`config.mk`:
```
export PLATFORM = sky130hd
export DESIGN_NAME = reg_file_mp
export DESIGN_NICKNAME = d
export VERILOG_FILES = /design/src/rtl/reg_file_mp.sv
export SDC_FILE = /design/constraint.sdc
export NUM_CORES = 2
export LEC_CHECK = 0
export CORE_ASPECT_RATIO = 1.75
export CORE_MARGIN = 10
export CORE_UTILIZATION = 42
export CTS_CLUSTER_DIAMETER = 60
export DETAILED_ROUTE_END_ITERATION = 8
export GPL_TIMING_DRIVEN = 0
export MAX_ROUTING_LAYER = met4
export PLACE_DENSITY = 0.65
export SLEW_MARGIN = 20
export SYNTH_ARGS = -nofsm -noshare
export SYNTH_HDL_FRONTEND = slang
export SYNTH_SLANG_ARGS = --single-unit
```
`constraint.sdc`:
```
create_clock -name clk -period 7.6 [get_ports clk]
set_input_delay 0.76 -clock clk [delete_from_list [all_inputs] [get_ports clk]]
set_output_delay 0.76 -clock clk [all_outputs]
set_load 0.01 [all_outputs]
```
`src/rtl/reg_file_mp.sv`:
```
// -----------------------------------------------------------------------------
// reg_file_mp -- parametrised multi-port register file for the decode stage.
//
// Holds 2**ADDR_W registers of DATA_W bits. It has NUM_READ combinational
// read ports feeding ID and NUM_WRITE synchronous write ports driven from WB
// and the second retire path. A per-register pending-write scoreboard lets ID
// detect RAW hazards.
//
// Parameters
//   DATA_W     register width in bits
//   ADDR_W     address width, depth = 2**ADDR_W
//   NUM_READ   number of read ports (1..4)
//   NUM_WRITE  number of write ports (1..2). On a same-address collision the
//              highest-indexed port wins.
//   ZERO_REG   1 = entry 0 reads 0 and ignores writes and claims
//   BYPASS     1 = same-cycle write data and busy-clear are forwarded to reads
//
// Ports
//   clk, rst_n   rising-edge clock and asynchronous active-low reset
//   rd_addr      NUM_READ packed read addresses; port i is [i*ADDR_W +: ADDR_W]
//   rd_data      NUM_READ packed read data, same packing
//   rd_busy      per read port: the addressed register has an outstanding claim
//   wr_en        per write port enable
//   wr_addr      NUM_WRITE packed write addresses
//   wr_data      NUM_WRITE packed write data
//   claim_en     ID issues an instruction that will write claim_addr
//   claim_addr   destination register being claimed
//   busy_vec     raw scoreboard state; bit n = register n pending
// -----------------------------------------------------------------------------
module reg_file_mp #(
    parameter int DATA_W    = 32,
    parameter int ADDR_W    = 5,
    parameter int NUM_READ  = 2,
    parameter int NUM_WRITE = 1,
    parameter int ZERO_REG  = 1,
    parameter int BYPASS    = 1
) (
    input  logic                          clk,
    input  logic                          rst_n,
    input  logic [NUM_READ*ADDR_W-1:0]    rd_addr,
    output logic [NUM_READ*DATA_W-1:0]    rd_data,
    output logic [NUM_READ-1:0]           rd_busy,
    input  logic [NUM_WRITE-1:0]          wr_en,
    input  logic [NUM_WRITE*ADDR_W-1:0]   wr_addr,
    input  logic [NUM_WRITE*DATA_W-1:0]   wr_data,
    input  logic                          claim_en,
    input  logic [ADDR_W-1:0]             claim_addr,
    output logic [(1<<ADDR_W)-1:0]        busy_vec
);

    localparam int DEPTH = 1 << ADDR_W;

    // Architectural state.
    logic [DATA_W-1:0] mem_q [DEPTH];
    logic [DEPTH-1:0]  busy_q;

    // Per-entry write decode after resolving port priority: wr_hit[n] says
    // entry n is written this cycle, and wr_val[n] holds the data of the
    // winning port.
    logic [DEPTH-1:0]  wr_hit;
    logic [DATA_W-1:0] wr_val [DEPTH];

    // Per-entry claim decode and next scoreboard state.
    logic [DEPTH-1:0]  claim_hit;
    logic [DEPTH-1:0]  busy_d;

    // Unpacked view of the read addresses.
    logic [ADDR_W-1:0] ra [NUM_READ];

    // -------------------------------------------------------------------------
    // Write decode. Ports are scanned in ascending order, so the last match
    // (the highest-indexed port) overrides the earlier ones. Gating with
    // rst_n drops in-flight writes while reset is held. This also keeps the
    // bypass path from forwarding data while the outputs must read 0.
    // -------------------------------------------------------------------------
    always_comb begin
        // NOTE: every combinational output gets a default before any branch;
        // a path that leaves a variable unassigned would infer a latch.
        wr_hit = '0;
        for (int n = 0; n < DEPTH; n++) begin
            wr_val[n] = '0;
        end
        for (int n = 0; n < DEPTH; n++) begin
            for (int j = 0; j < NUM_WRITE; j++) begin
                if (rst_n && wr_en[j] &&
                    (wr_addr[j*ADDR_W +: ADDR_W] == ADDR_W'(n))) begin
                    wr_hit[n] = 1'b1;
                    wr_val[n] = wr_data[j*DATA_W +: DATA_W];
                end
            end
        end
        if (ZERO_REG != 0) begin
            wr_hit[0] = 1'b0;
        end
    end

    // -------------------------------------------------------------------------
    // Scoreboard next state. A claim takes priority over a same-cycle clear,
    // because the claim belongs to a newer producer that is still in flight.
    // ID stall logic guarantees at most one producer per register, so a
    // single bit per entry is enough.
    // -------------------------------------------------------------------------
    always_comb begin
        claim_hit = '0;
        if (claim_en && rst_n) begin
            claim_hit[claim_addr] = 1'b1;
        end
        if (ZERO_REG != 0) begin
            claim_hit[0] = 1'b0;
        end
        busy_d = claim_hit | (busy_q & ~wr_hit);
    end

    // -------------------------------------------------------------------------
    // State registers. Every entry is reset, so no read can ever return X.
    // -------------------------------------------------------------------------
    always_ff @(posedge clk or negedge rst_n) begin
        if (!rst_n) begin
            // NOTE: the storage array is reset explicitly entry by entry.
            // This costs a reset net per flop, but it guarantees defined
            // read data from the first cycle.
            for (int n = 0; n < DEPTH; n++) begin
                mem_q[n] <= '0;
            end
            busy_q <= '0;
        end else begin
            // NOTE: sequential state uses non-blocking assignments, so every
            // entry samples the pre-edge values regardless of statement order.
            for (int n = 0; n < DEPTH; n++) begin
                if (wr_hit[n]) begin
                    mem_q[n] <= wr_val[n];
                end
            end
            busy_q <= busy_d;
        end
    end

    assign busy_vec = busy_q;

    // -------------------------------------------------------------------------
    // Read ports: combinational, zero-cycle latency.
    // -------------------------------------------------------------------------
    always_comb begin
        for (int i = 0; i < NUM_READ; i++) begin
            ra[i] = rd_addr[i*ADDR_W +: ADDR_W];
        end
    end

    always_comb begin
        rd_data = '0;
        rd_busy = '0;
        for (int i = 0; i < NUM_READ; i++) begin
            rd_data[i*DATA_W +: DATA_W] = mem_q[ra[i]];
            rd_busy[i]                  = busy_q[ra[i]];
            // With bypass, a same-cycle write supplies the data. The hazard
            // is also resolved, so the busy flag is suppressed.
            if ((BYPASS != 0) && wr_hit[ra[i]]) begin
                rd_data[i*DATA_W +: DATA_W] = wr_val[ra[i]];
                rd_busy[i]                  = 1'b0;
            end
            // Entry 0 is never written and never claimed when hardwired.
            // Forcing the read here as well keeps the output independent of
            // the storage path.
            if ((ZERO_REG != 0) && (ra[i] == '0)) begin
                rd_data[i*DATA_W +: DATA_W] = '0;
                rd_busy[i]                  = 1'b0;
            end
        end
    end

endmodule

```
==> summary.md <==
| Metric | Value |
|---|---|
| Critical path class | in -> out |
| Post-route cell area | 64700 um^2 |
| Largest net degree at the start of global routing | between 100 and 150 |
| Yosys warning count | 0 |
| Peak VDD IR | 0.000173 V |
| Layout cell share with drive strength beyond 1 | between 50 and 60% |
| Sw Pwr | 4.49 mW |
| Async set-reset flop share out of synthesis | 100% |
| Final wirelength | around 260 mm |
| Drt wl/cell | between 40 and 50 um |
| H-tree Lvls | 3 |
| DRT antenna net count | 0 |
| Clock sink count | slightly above 1000 |
| Met2 wire length | around 120 mm |
| EDFF count, synth | 0 |
| HP Class | in -> async |
| M1 WL | 84.7 mm |
| Fin cells | about 5900 |
| RD Place Congestion | 1.07 |
| FP Rows | approximately 180 |
| Uppermost routed layer | met4 |
| Hold Vio Cnt, Final | 0 |
| Most frequent cells in the layout | 1057 x mux2_2, 1023 x dfrtp_1, 587 x mux4_2 |
| All-layer global routing usage | between 30% and 40% |
| Leakage | around 28 nW |
| IO Port Bufs | between 100 and 150 |
| Setup-failing EPs final | 0 |
| Global route total overflow | 0 |
| Max-slew violations | 0 |
| Clk buf depth | 3 |
| Vias | between 40000 and 50000 |
| Startpoint Class | primary input |
| #FFs+latches synth | between 1000 and 1500 |
| Synth Net Count | 3823 |
| Share of the yosys chip area belonging to registers | ~45% |
| TritonCTS clock tree | built |
| Comb pwr share | a little over a fifth |
| First-pass GRT wire length | between 300 and 400 mm |
| Clk pwr share | between 30 and 40% |
| Clock slew at reported path FFs | 70 ps |
| DP HPWL | 181 mm |
| Worst-path fanout max | 86 |
| Number of global-route vias before repair | approximately 42000 |
| Chip width | approximately 300 um |
| Syn-to-layout area delta | 14.3% |
| Tightest Pin Transition | around 1300 ps |
| Critical path endpoint category | primary output |
| Period utilisation layout | between 90% and 100% |
| Period minus WS final | 7320 ps |
| DP Cell Count | between 5000 and 6000 |
| Clock Skews | 0 ps |
| Internal power | around 11 mW |
| DP Area | about 60000 um^2 |
| Vias/cell | 6.95 |
| Setup TNS | 0 ps |
| DIE AREA | approximately 150000 um^2 |
| First-pass DRT Iterations | 9 |
| Status | finished clean |
| Core Footprint | 134000 um^2 |
| WP data required | approximately 6800 ps |
| Nets | about 4100 |
| RSZ-0062 raised after global routing | no |
| Die Y | a little over 500 um |
| Starting Density | roughly 42% |
| Sw Share | 29.3% |
| Sequential fraction of design power | between 40% and 50% |
| CTS Buf Count | 94 |
| Ys flop type | dfrtp_1 |
| DRC violations left | 0 |
| PD cells | approximately 240 nW/um^2 |
| Unique masters post-synth | between 70 and 80 |
| WL met3 | ~29 mm |
| Top-Level Pins | 154 |
| Max Fclk | 137 MHz |
| Clock latency on the worst-skew pair | between 700 and 800 ps |
| Average size of a mapped cell | ~15 um^2 |
| Mapped Area | roughly 57000 um^2 |
| Slew headroom | 11.8% |
| Iteration-0 DRC count of the detailed router | 5032 |
| Initial antenna violation count | 19 |
| Maxcap violations | 0 |
| Most common cell after layout, fill and taps aside | mux2_2 |
| Arrival time at the worst endpoint | 6560 ps |
| Synth Instances | about 3800 |
| CTS Root Cell | clkbuf_16 |
==> cell type report <==
type                            instances  area (um^2)
Fill cell                           11720        69400
Multi-Input combinational cell       2310        29200
Sequential cell                      1023        25600
Clock buffer                          136         2830
Timing Repair Buffer                  175         2310
Tap cell                             1800         2250
Buffer                                398         1880
Clock inverter                         36          447
Inverter                               36          135
Antenna cell                           22         55.1
==> per-layer routing <==
metal / up-vias / GRT usage (%)
li1: 15212 / -
met1: 21863 / 37.4
met2: 2983 / 52.7
met3: 1199 / 12.1
met4: 0 / 32.2
met5: - / -
==> final timing paths <==
| kind | cells after the start | slack (ps) | endpoint | startpoint |
|---|---|---|---|---|
| min in group clk | 2 | 510 | mem_q[728]$_DFFE_PN0N_ | mem_q[728]$_DFFE_PN0N_ |
| min | 2 | 4 | mem_q[852]$_DFFE_PN0N_ | rst_n |
| max in group asynchronous | 7 | 5010 | mem_q[707]$_DFFE_PN0N_ | rst_n |
| max | 15 | 280 | rd_data[63] | rst_n |
| min reg2reg | 2 | 510 | mem_q[728]$_DFFE_PN0N_ | mem_q[728]$_DFFE_PN0N_ |
| max reg2reg | 1 | 6650 | mem_q[637]$_DFFE_PN0N_ | mem_q[637]$_DFFE_PN0N_ |
==> state kept, by name (all words and copies together), names as in the netlist <==
name	count
busy_vec	31
mem_q	992
==> synthesized netlist by cell type, types with 7 or more instances <==
cell	count	area share [%]
buf_4	14	0.19
dfrtp_1	1023	45
a22o_1	70	1.1
mux2i_1	36	0.64
buf_6	7	0.14
a31oi_1	10	0.11
nor2_1	70	0.46
buf_1	63	0.42
nor3_1	29	0.26
o21ai_0	91	0.80
o22ai_1	20	0.22
mux2_2	1057	21
buf_2	96	0.85
inv_1	33	0.22
o31ai_1	7	0.093
nand3_1	23	0.20
a21oi_1	23	0.20
nor4_1	8	0.088
nand2_1	139	0.92
mux4_2	587	23
clkbuf_1	217	1.4
nor2b_1	7	0.077
==> cell families (layout without fill, tap and decap cells) <==
family	count (synthesis)	in the layout	synth area share [%]
DFF	1023	1023	45.2
xor gates and xnor gates	11	11	0.183
muxes	1684	1684	45.1
buffers and inverters	434	781	3.28
other	1	23	0.00663
AOI/OAI and AO/OA	290	290	3.58
and+or+nand+nor	324	324	2.61
==> per-stage QoR <==
step / utilization [%] / setup WS, ps / hold WS, ps / power, mW
after global placement: 45.0 / -41950 / 474 / 9.97
after CTS: 48.2 / 363 / 25.6 / 15.2
after detailed placement: 45.6 / -1490 / 496 / 10.1
after global routing: 48.2 / 16.7 / 25.5 / 15.7
final: 48.3 / 283 / 4.29 / 15.3
after floorplan: - / 3920 / 461 / 8.69
==> worst max-delay path, cell delays in order <==
cell and delay [ps]:
buf_16 100, buf_16 240, buf_16 300, buf_16 300, buf_16 410, buf_16 370, buf_2 360, nand4b_1 370
o41ai_2 610, nand3_1 250, o21ai_4 560, clkbuf_4 550, nand2_1 90, o21ai_0 300, clkdlybuf4s50_1 680
==> power groups by stage <==
stage / clock network, mW / logic [mW] / registers (mW)
floorplan: 0 / 2.05 / 6.63
CTS: 5.23 / 3.28 / 6.72
global route: 5.43 / 3.46 / 6.83
global placement: 0 / 3.16 / 6.80
detailed placement: 0 / 3.25 / 6.82
finish: 5.25 / 3.34 / 6.75
==> repair_timing <==
item                                    in CTS  in global routing
setup buffers                                0                  0
endpoints found under the setup margin      66                  0
gates resized for setup                      8                  0
endpoints found under the hold margin       83                  0
hold buffers                                 1                  0
No activity file was read; power rests on OpenSTA's default activity.
